### config.mk
export PLATFORM = sky130hd
export DESIGN_NAME = add_v_pipe
export DESIGN_NICKNAME = d
export VERILOG_FILES = /design/src/rtl/lau_pkg.sv /design/src/rtl/add_v_pipe_addcv.sv /design/src/rtl/add_v_pipe.sv
export SDC_FILE = /design/constraint.sdc
export NUM_CORES = 1
export LEC_CHECK = 0
export CORE_MARGIN = 4
export CORE_UTILIZATION = 50
export CTS_CLUSTER_SIZE = 24
export DETAILED_ROUTE_END_ITERATION = 8
export GPL_TIMING_DRIVEN = 0
export HOLD_SLACK_MARGIN = 0.06
export PLACE_DENSITY_LB_ADDON = 0.25
export SLEW_MARGIN = 20
export SYNTH_ARGS = -nofsm -noshare
export SYNTH_HDL_FRONTEND = slang
export SYNTH_SLANG_ARGS = --single-unit
### constraint.sdc
create_clock -name CLK -period 7 [get_ports CLK]
set_clock_uncertainty 0.1 [all_clocks]
set_input_delay 0.7 -clock CLK [delete_from_list [all_inputs] [get_ports CLK]]
set_output_delay 0.7 -clock CLK [all_outputs]
set_load 0.05 [all_outputs]
### src/rtl/lau_pkg.sv
`default_nettype none
// ============================================================================
// Package     : lau_pkg
// Description : Shared types for the arithmetic units. speed_e selects the
//               carry-network topology of the prefix adders.
// Revision    : 1.0 - initial release
// ============================================================================
package lau_pkg;

  // FAST  : log-depth parallel-prefix carry network
  // others: serial carry chain (smallest, slowest)
  typedef enum logic [1:0] {
    SLOW   = 2'd0,
    MEDIUM = 2'd1,
    FAST   = 2'd2
  } speed_e;

endpackage
`default_nettype wire

### src/rtl/add_v_pipe_addcv.sv
`default_nettype none
// ============================================================================
// Module      : AddCV
// Description : Combinational width-bit adder with carry-in, carry-out and
//               2's-complement overflow. The carry network is selected by
//               the speed parameter.
// Ports       : A, B  in  width  operands
//               CI    in  1      carry-in
//               S     out width  sum
//               C     out 1      carry-out of the MSB
//               V     out 1      signed overflow (carry into MSB ^ carry out)
// Revision    : 1.0 - initial release
// ============================================================================
module AddCV
  import lau_pkg::*;
#(
  parameter int     width = 2,
  parameter speed_e speed = FAST
) (
  input  logic [width-1:0] A,
  input  logic [width-1:0] B,
  input  logic             CI,
  output logic [width-1:0] S,
  output logic             C,
  output logic             V
);

  // w_carry[i] is the carry into bit i; w_carry[width] is the carry-out.
  logic [width:0] w_carry;

  // Kogge-Stone prefix. The carry-in is folded into bit 0's generate so the
  // final group-generate of bit i is directly the carry out of bit i.
  function automatic logic [width:0] ks_carries(input logic [width-1:0] a,
                                                input logic [width-1:0] b,
                                                input logic             ci);
    logic [width-1:0] g, p, gn, pn;
    g    = a & b;
    p    = a ^ b;
    g[0] = g[0] | (p[0] & ci);
    for (int d = 1; d < width; d = d * 2) begin
      gn = g;
      pn = p;
      for (int i = d; i < width; i++) begin
        gn[i] = g[i] | (p[i] & g[i-d]);
        pn[i] = p[i] & p[i-d];
      end
      g = gn;
      p = pn;
    end
    return {g, ci};
  endfunction

  function automatic logic [width:0] rc_carries(input logic [width-1:0] a,
                                                input logic [width-1:0] b,
                                                input logic             ci);
    logic [width:0] c;
    c[0] = ci;
    for (int i = 0; i < width; i++) begin
      c[i+1] = (a[i] & b[i]) | ((a[i] ^ b[i]) & c[i]);
    end
    return c;
  endfunction

  if (speed == FAST) begin : g_kogge
    assign w_carry = ks_carries(A, B, CI);
  end else begin : g_ripple
    assign w_carry = rc_carries(A, B, CI);
  end

  assign S = A ^ B ^ w_carry[width-1:0];
  assign C = w_carry[width];
  assign V = w_carry[width] ^ w_carry[width-1];

endmodule
`default_nettype wire

### src/rtl/add_v_pipe.sv
`default_nettype none
// ============================================================================
// Module      : add_v_pipe
// Description : Pipelined A +/- B +/- CI with carry-out, signed overflow and
//               optional saturation. The add is cut into `stages` chunks of
//               width/stages bits, one chunk per clock, carry registered
//               between chunks. Valid/ready with a single global enable.
// Ports       : CLK       in  1      clock, rising edge
//               RST       in  1      asynchronous reset, active-high
//               InValid   in  1      operands valid
//               InReady   out 1      block can accept (combinational)
//               A, B      in  width  operands
//               CI        in  1      carry-in / borrow-in
//               Sub       in  1      0: A+B+CI   1: A-B-CI
//               Sat       in  1      saturate on signed overflow
//               OutValid  out 1      result valid
//               OutReady  in  1      downstream accepts
//               S         out width  result
//               V         out 1      signed overflow of unsaturated result
//               C         out 1      carry-out (Sub=1: 1 = no borrow)
// Revision    : 1.0 - initial release
// ============================================================================
module add_v_pipe
  import lau_pkg::*;
#(
  parameter int     width  = 32,
  parameter int     stages = 4,
  parameter speed_e speed  = FAST
) (
  input  logic             CLK,
  input  logic             RST,
  input  logic             InValid,
  output logic             InReady,
  input  logic [width-1:0] A,
  input  logic [width-1:0] B,
  input  logic             CI,
  input  logic             Sub,
  input  logic             Sat,
  output logic             OutValid,
  input  logic             OutReady,
  output logic [width-1:0] S,
  output logic             V,
  output logic             C
);

  localparam int               c_cw  = width / stages;
  localparam logic [width-1:0] c_max = {1'b0, {(width-1){1'b1}}};
  localparam logic [width-1:0] c_min = {1'b1, {(width-1){1'b0}}};

  logic             w_en;
  logic [width-1:0] w_b_eff;
  logic             w_ci_eff;

  logic             r_out_vld;
  logic [width-1:0] r_s;
  logic             r_v;
  logic             r_c;

  // Whole pipeline advances together; it only stalls when a result is
  // presented and not taken.
  assign w_en     = ~r_out_vld | OutReady;
  assign InReady  = w_en;

  // Subtraction as A + ~B + ~CI, so only stage 0 needs to know about Sub.
  assign w_b_eff  = B ^ {width{Sub}};
  assign w_ci_eff = CI ^ Sub;

  for (genvar k = 0; k < stages; k++) begin : g_stage
    // Operand bits not yet consumed on entry to this stage (incl. chunk k).
    localparam int c_rw = width - k * c_cw;

    logic [c_rw-1:0]       w_a_in;
    logic [c_rw-1:0]       w_b_in;
    logic                  w_ci;
    logic                  w_vld;
    logic                  w_sat;
    logic [c_cw-1:0]       w_sum;
    logic                  w_co;
    logic [(k+1)*c_cw-1:0] w_s_acc;

    if (k == 0) begin : g_src_port
      assign w_a_in  = A;
      assign w_b_in  = w_b_eff;
      assign w_ci    = w_ci_eff;
      assign w_vld   = InValid;
      assign w_sat   = Sat;
      assign w_s_acc = w_sum;
    end else begin : g_src_prev
      assign w_a_in  = g_stage[k-1].g_mid.r_a_rest;
      assign w_b_in  = g_stage[k-1].g_mid.r_b_rest;
      assign w_ci    = g_stage[k-1].g_mid.r_c;
      assign w_vld   = g_stage[k-1].g_mid.r_vld;
      assign w_sat   = g_stage[k-1].g_mid.r_sat;
      assign w_s_acc = {w_sum, g_stage[k-1].g_mid.r_s_acc};
    end

    if (k < stages - 1) begin : g_mid
      logic [c_rw-c_cw-1:0]  r_a_rest;
      logic [c_rw-c_cw-1:0]  r_b_rest;
      logic [(k+1)*c_cw-1:0] r_s_acc;
      logic                  r_vld;
      logic                  r_c;
      logic                  r_sat;
      logic                  w_v_unused;

      AddCV #(.width(c_cw), .speed(speed)) u_add (
        .A  (w_a_in[c_cw-1:0]),
        .B  (w_b_in[c_cw-1:0]),
        .CI (w_ci),
        .S  (w_sum),
        .C  (w_co),
        .V  (w_v_unused)
      );

      // Skew (remaining operands) and deskew (finished sum chunks) flops.
      always_ff @(posedge CLK or posedge RST) begin
        if (RST) begin
          r_a_rest <= '0;
          r_b_rest <= '0;
          r_s_acc  <= '0;
          r_vld    <= 1'b0;
          r_c      <= 1'b0;
          r_sat    <= 1'b0;
        end else if (w_en) begin
          r_a_rest <= w_a_in[c_rw-1:c_cw];
          r_b_rest <= w_b_in[c_rw-1:c_cw];
          r_s_acc  <= w_s_acc;
          r_vld    <= w_vld;
          r_c      <= w_co;
          r_sat    <= w_sat;
        end
      end
    end else begin : g_last
      logic w_ov;

      AddCV #(.width(c_cw), .speed(speed)) u_add (
        .A  (w_a_in[c_cw-1:0]),
        .B  (w_b_in[c_cw-1:0]),
        .CI (w_ci),
        .S  (w_sum),
        .C  (w_co),
        .V  (w_ov)
      );

      // Saturation picks the bound from the wrapped sign: a wrapped
      // negative result means the true result overflowed upward.
      always_ff @(posedge CLK or posedge RST) begin
        if (RST) begin
          r_out_vld <= 1'b0;
          r_s       <= '0;
          r_v       <= 1'b0;
          r_c       <= 1'b0;
        end else if (w_en) begin
          r_out_vld <= w_vld;
          r_v       <= w_ov;
          r_c       <= w_co;
          if (w_sat && w_ov) begin
            r_s <= w_s_acc[width-1] ? c_max : c_min;
          end else begin
            r_s <= w_s_acc;
          end
        end
      end
    end
  end

  assign OutValid = r_out_vld;
  assign S        = r_s;
  assign V        = r_v;
  assign C        = r_c;

endmodule
`default_nettype wire
==> results of run 1 <==
-- final cells by class --
type	instances	share of cell area
Tap cell	225	0.02617
Buffer	49	0.02280
Multi-Input combinational cell	682	0.3481
Inverter	17	0.006630
Sequential cell	188	0.4374
Timing Repair Buffer	106	0.1003
Clock buffer	19	0.04118
Clock inverter	13	0.01745
-- metal layers --
metal | up-vias | share of wire
met3 | 18 | 0.050
met5 | - | 0
met4 | 0 | 0.013
met2 | 145 | 0.45
li1 | 3273 | -
met1 | 3079 | 0.49
-- critical path, stage by stage --
cell and delay, ns:
clkdlybuf4s50_1 0.45, nor2b_1 0.08, inv_1 0.15, clkbuf_1 0.47, clkbuf_1 0.55, clkdlybuf4s50_1 0.93
-- synth_stat cells (all sizes together), types with 2 or more instances --
cell,number,area (sq um)
a211oi,5,37.54
a21boi,2,15.01
a21o,12,90.09
a21oi,57,397.9
a221oi,2,35.04
a31oi,3,18.77
buf,9,95.09
clkbuf,40,150.1
dfrtp,188,4705
fa,8,160.2
ha,28,350.3
inv,17,63.81
nand2,369,1393
nand2b,4,32.53
nand3,3,27.53
nand4b,3,26.28
nor2,56,210.2
nor2b,3,18.77
nor3,7,46.30
nor3b,3,22.52
nor4b,3,26.28
o21a,3,22.52
o21ai,40,200.2
o21bai,3,22.52
o31ai,3,22.52
or3,2,12.51
or4b,2,20.02
xnor2,33,289.0
xor2,16,140.1
-- state kept, by name (all words and copies together), names as in the netlist --
| name | count |
|---|---|
| g_stage.g_mid.r_b_rest | 48 |
| g_stage.g_mid.r_c | 3 |
| g_stage.g_mid.r_a_rest | 48 |
| V | 1 |
| OutValid | 1 |
| g_stage.g_mid.r_sat | 3 |
| S | 32 |
| g_stage.g_mid.r_s_acc | 48 |
| g_stage.g_mid.r_vld | 3 |
| C | 1 |
-- through the flow --
stage | instances | hold WS [ns] | setup WS [ns] | util | cell area, sq um
3_3_place_gp | 1266 | 0.3453 | -1.196 | 0.5854 | 10090
6_report | 1299 | 0.3644 | 2.853 | 0.6241 | 10760
5_1_grt | 1299 | 0.3878 | 2.696 | 0.6241 | 10760
4_1_cts | 1299 | 0.3697 | 2.858 | 0.6241 | 10760
3_5_place_dp | 1267 | 0.3551 | 2.861 | 0.5875 | 10130
2_1_floorplan | 936 | 0.3300 | 1.086 | - | 8758
-- where the power goes --
group	total (mW)	switching, mW	internal, mW	leakage, nW
clock	1.03	0.416	0.610	0.300
sequential	1.88	0.291	1.59	2.24
combinational	2.52	1.52	0.996	2.56
total	5.42	2.23	3.19	5.10
-- cells by family (layout without fill, tap and decap cells) --
kind of cell	after synthesis	after routing
compound gates	134	134
mux	2	2
buf+inv	66	204
xor+xnor	49	49
simple gates	461	461
flops	188	188
fa+ha+maj	36	36
-- path summary, 6_finish.rpt --
kind                                                             to  slack, ns  depth (start not counted)
max                                                         InReady       2.85                          6
min                         g_stage[0].g_mid.r_s_acc[0]$_DFFE_PP0P_       0.36                          2
max reg2reg                g_stage[1].g_mid.r_s_acc[12]$_DFFE_PP0P_       4.15                          6
min reg2reg                 g_stage[0].g_mid.r_s_acc[0]$_DFFE_PP0P_       0.36                          2
max in group asynchronous  g_stage[0].g_mid.r_b_rest[0]$_DFFE_PP0P_       5.22                          3
min in group asynchronous                          S[5]$_DFFE_PP0P_       0.63                          2
==> summary.md, run 1 <==
| Metric | Value |
|---|---|
| Post-synthesis register bit count | 188 |
| Max Fclk | 0.2411 GHz |
| Element type at the critical path start | primary input |
| Fin. max-slew vios | 0 |
| WL/cell | 14.58 um |
| Origin of the critical flop-to-flop path | OutValid$_DFFE_PP0P_ |
| Adder-cell share of the synthesized area | 0.05829 |
| Met2 usage | 0.3117 |
| Max Cap Viol | 0 |
| Crit path time final | 4.147 ns |
| # port buffers | 105 |
| Initial DRC count | 340 |
| Vias after detailed routing | 6515 |
| Mapped cell area | 0.008758 sq mm |
| First-pass detailed-route iteration total | 5 |
| Commonest non-fill, non-tap cell in the layout | nand2_1 |
| Final GP Congestion | 0.8119 |
| Cell Rows | 48 |
| Fraction of synthesized cell area in xor and xnor cells | 0.04900 |
| Die extent in x | 140.4 um |
| Post-CTS Setup Inserts | 0 |
| PD cells | 503.9 mW/mm^2 |
| Proportion of synthesized area in mux cells | 0.002857 |
| Global route total overflow | 0 |
| Grt met3 use | 0.04029 |
| Final wirelength | 18.94 mm |
| H-tree depth | 4 |
| Clk slew on worst S/H paths | 0.06 ns |
| Gr busiest metal | met2 |
| Antenna viol nets, final | 0 |
| Net Count, Synth | 1043 |
| Largest family of logic cells by synthesized area | simple AND/OR/NAND/NOR gates |
| Synth Instances | 936 |
| Ys flop type | dfrtp_1 |
| Fin crit share | 0.5925 |
| Worst vdd ir | 261.6 uV |
| Total power | 5.420 mW |
| Antenna diodes | 0 |
| Gr usage total | 0.2041 |
| RSZ-0062 raised after global routing | no |
| Hold crit path type | flop to flop |
| CP Capture Type | output port |
| Crit path launch | OutReady |
| Deepest clock path buffer count | 2 |
| LEAKAGE | 5.101 nW |
| Global Route met1 Usage | 0.2998 |
| Starting Density | 0.5081 |
| Final #Nets | 1168 |
| Finish-stage setup viols | 0 |
| Synth Area in Compound Gates | 0.1026 |
| Worst endpoint required time | 6.20 ns |
| Root cell of the clock tree | clkbuf_16 |
| Vias in the first global route | 6325 |
| Synth Area in Simple Gates | 0.2149 |
| Area growth syn-to-layout | 22.81% |
| Setup TNS | 0 ns |
| Layout cell share with drive strength beyond 1 | 0.07635 |
| Fillers | 1518 |
| Routed vias/inst | 5.015 |
| Synth cell types | 51 |
| Largest net degree at the start of global routing | 111 |
| First-pass GRT wire length | 31.93 mm |
| Mean Syn Cell Area | 9.357 sq um |
| Fin. Hold Viols | 0 |
| Post-synthesis sequential area ratio | 0.5371 |
| Synthesis Warnings | 0 |
| CTS Buf Count | 17 |
| Async SR Flop Fraction | 1.000 |
| FF/Latch Area | 0.004705 sq mm |
| CTS tree | yes |
| Post-route DRC | 0 |
| Commonest cells after routing, fill and taps aside | nand2_1 (366), dfrtp_1 (188), clkdlybuf4s50_1 (105) |
| Antenna violations before repair | 0 |
| CTS Hold Bufs | 0 |
| TritonCTS Sinks | 188 |
| Chip Height | 140.4 um |
| Worst slew margin | 0.4696 |
| DP HPWL | 14.02 mm |
| Latest clock arrival within the worst-skew pair | 0.43 ns |
| Die Area | 0.01970 sq mm |
| Hold Crit Start | g_stage[0].g_mid.r_s_acc[0]$_DFFE_PP0P_ |
| Worst-path fanout max | 10 |
| Multi-input logic area | 0.003745 sq mm |
| Crit path arrival time | 3.35 ns |
| I/O Pins | 107 |
| Status | finished, final reports clean |
| Floorplan Core Area | 0.01724 sq mm |
| Critical path class | primary input to output port |
| Worst-margin pin slew | 0.7956 ns |
| # resized after CTS | 0 |
| Post-synth EDFFs | 0 |
No activity file was read; power rests on OpenSTA's default activity.
==> inputs of run 2 (changes only) <==
- clock period: 7 -> 4.3 ns (I/O delays scaled with it)
==> run 2 against run 1 <==
Critical endpoint unchanged. Die area unchanged. Cell count up 0.38%. Core utilization rose by 0.73 points. Setup slack worse by 2.2 ns. Register-to-register slack got worse by 2.7 ns. Sequential power rose by 63%. Clock power increased by 69%. Combinational power is 63% higher. Wire length is 1.2% higher.
==> summary.md, run 2 (same netlist as run 1, synthesis figures left out) <==
| Metric | Value |
|---|---|
| Status | finished, final reports clean |
| Cell Rows | 48 (unchanged) |
| CTS Buf Count | 17 (unchanged) |
| Final #Nets | 1173 (+0.43%) |
| H-tree depth | 4 (unchanged) |
| FF/Latch Area | 0.004705 sq mm (unchanged) |
| Die Area | 0.01970 sq mm (unchanged) |
| Max Fclk | 0.2778 GHz |
| Switching portion of total power | 0.4104 (-0.0008714) |
| TritonCTS Sinks | 188 (unchanged) |
| Hold crit path type | primary input to async pin |
| Global route total overflow | 0 (unchanged) |
| Fin cells | 1304 (+0.38%) |
| Multi-input logic area | 0.003745 sq mm (unchanged) |
| Area growth syn-to-layout | 24.24% |
| Initial DRC count | 383 (+13%) |
| Placed insts | 1272 (+0.39%) |
| Largest net degree at the start of global routing | 34 (-69%) |
| First-pass GRT wire length | 32.37 mm (+1.4%) |
| Origin of the critical flop-to-flop path | OutValid$_DFFE_PP0P_ |
| WL/cell | 14.70 um (+0.80%) |
| CP Capture Type | output port |
| # resized after CTS | 0 (unchanged) |
| Floorplan Core Area | 0.01724 sq mm (unchanged) |
| PD cells | 819.3 mW/mm^2 (+63%) |
| Post-CTS Setup Inserts | 0 (unchanged) |
| Final wirelength | 19.17 mm (+1.2%) |
| Commonest non-fill, non-tap cell in the layout | nand2_1 |
| First-pass detailed-route iteration total | 4 (-1) |
| Crit path time final | 3.600 ns |
| Clk slew on worst S/H paths | 0.07 ns (about the same) |
| Fin crit share | 0.8371 |
| Crit path arrival time | 3.07 ns (-0.28 ns) |
| Worst vdd ir | 445.8 uV (+70%) |
| Post-route DRC | 0 (unchanged) |
| Starting Density | 0.5081 (unchanged) |
| Worst-path fanout max | 10 (unchanged) |
| Chip Height | 140.4 um (unchanged) |
| Share of power burned in the clock network | 0.195 (+0.006) |
| Latest clock arrival within the worst-skew pair | 0.43 ns (about the same) |
| Vias in the first global route | 6420 (+1.5%) |
| CTS Hold Bufs | 0 (unchanged) |
| Final GP Congestion | 0.8223 (+1.3%) |
| Deepest clock path buffer count | 2 (unchanged) |
| Fin util | 0.6313 (+0.007259) |
| Reg power frac | 0.343 (-0.003) |
| Critical path class | flop to output port |
| Fillers | 1472 (-3.0%) |
| Int Power | 5.256 mW (+65%) |
| Layout cell share with drive strength beyond 1 | 0.08156 (+0.005207) |
| Vias after detailed routing | 6531 (+0.25%) |
| Element type at the critical path start | flop |
| Max Cap Viol | 0 (unchanged) |
| Finish-stage setup viols | 0 (unchanged) |
| I/O Pins | 107 (unchanged) |
| Crit path launch | OutValid$_DFFE_PP0P_ |
| Routed vias/inst | 5.008 (-0.14%) |
| Die extent in x | 140.4 um (unchanged) |
| Gr usage total | 0.2080 (+0.003976) |
| Worst endpoint required time | 3.77 ns (-2.43 ns) |
| LEAKAGE | 5.158 nW (+1.1%) |
| DP HPWL | 14.48 mm (+3.3%) |
| RSZ-0062 raised after global routing | no |
| Antenna diodes | 0 (unchanged) |
| Worst slew margin | 0.4971 (+0.02754) |
| P_sw | 3.659 mW (+64%) |
| Antenna viol nets, final | 0 (unchanged) |
| Post-DP Area | 0.01022 sq mm (+0.95%) |
| Fin. Hold Viols | 0 (unchanged) |
| Largest regs | g_stage.g_mid.r_a_rest x48, g_stage.g_mid.r_b_rest x48, g_stage.g_mid.r_s_acc x48 |
| Worst-margin pin slew | 0.7543 ns (-0.04131 ns) |
| Commonest cells after routing, fill and taps aside | nand2_1 (366), dfrtp_1 (188), clkdlybuf4s50_1 (105) |
| Fin area | 0.01088 sq mm (+1.2%) |
| # port buffers | 105 (unchanged) |
| Antenna violations before repair | 0 (unchanged) |
| Root cell of the clock tree | clkbuf_16 |
| Fin. max-slew vios | 0 (unchanged) |
| CTS tree | yes |
| Comb power frac | 0.462 (-0.003) |
-- run 2: cell types whose count changed in the layout (fill, tap and decap cells not counted), sizes merged --
cell and delta:
clkinv +1, clkbuf -2, buf +5, bufinv +1
-- run 2: power groups by stage --
stage / Clock [mW] / Sequential [mW] / Combinational (mW)
floorplan: 0 / 3.54 / 2.50
global placement: 0 / 3.06 / 4.04
detailed placement: 0 / 3.08 / 4.14
CTS: 1.77 / 3.06 / 4.17
global route: 1.83 / 3.17 / 4.58
finish: 1.74 / 3.06 / 4.12
-- run 2: final timing paths --
kind                                                             endpoint  slack, ns  depth (start not counted)
worst min register to register  g_stage[1].g_mid.r_b_rest[15]$_DFFE_PP0P_       0.37                          2
worst max-delay path                                              InReady       0.70                          5
worst min-delay path                                     S[3]$_DFFE_PP0P_       0.29                          2
max in group asynchronous        g_stage[1].g_mid.r_b_rest[0]$_DFFE_PP0P_       2.44                          7
worst max register to register   g_stage[1].g_mid.r_s_acc[14]$_DFFE_PP0P_       1.49                          6
min in group CLK                g_stage[1].g_mid.r_b_rest[15]$_DFFE_PP0P_       0.37                          2
-- run 2: final cells by class --
| cell class | count | share of cell area |
|---|---|---|
| flip-flops and latches | 188 | 0.4323 |
| multi-input cells | 682 | 0.3441 |
| repair buffers | 111 | 0.1083 |
| clock buffers | 17 | 0.03909 |
| well taps | 225 | 0.02587 |
| plain buffers | 49 | 0.02254 |
| clock inverters | 15 | 0.02150 |
| inverters | 17 | 0.006209 |
-- run 2: worst max-delay path, stage by stage, from the launching register on --
cell,delay (ns)
dfrtp_1,0.38
nor2b_1,0.18
inv_1,0.16
clkbuf_1,0.46
clkbuf_1,0.54
clkdlybuf4s50_1,0.92
-- run 2: through the flow --
stage               total power, mW  setup WS (ns)  TNS, ns  hold slack, ns
finish                        8.915         0.7004        0          0.2895
detailed placement            7.215         0.4893        0          0.3558
global route                  9.580         0.5371        0          0.3383
global placement              7.097       -0.08070   -12.06          0.3475
floorplan                     6.040         0.8492        0          0.3300
CTS                           8.991         0.6490        0          0.2882
-- run 2: layer usage --
layer  up-vias  wire length (um)  track usage
met5         -                 0            0
met1      3089              9176       0.2922
met3        18               920      0.04165
met2       138              8838       0.3319
li1       3286                 -            -
met4         0               235      0.05813
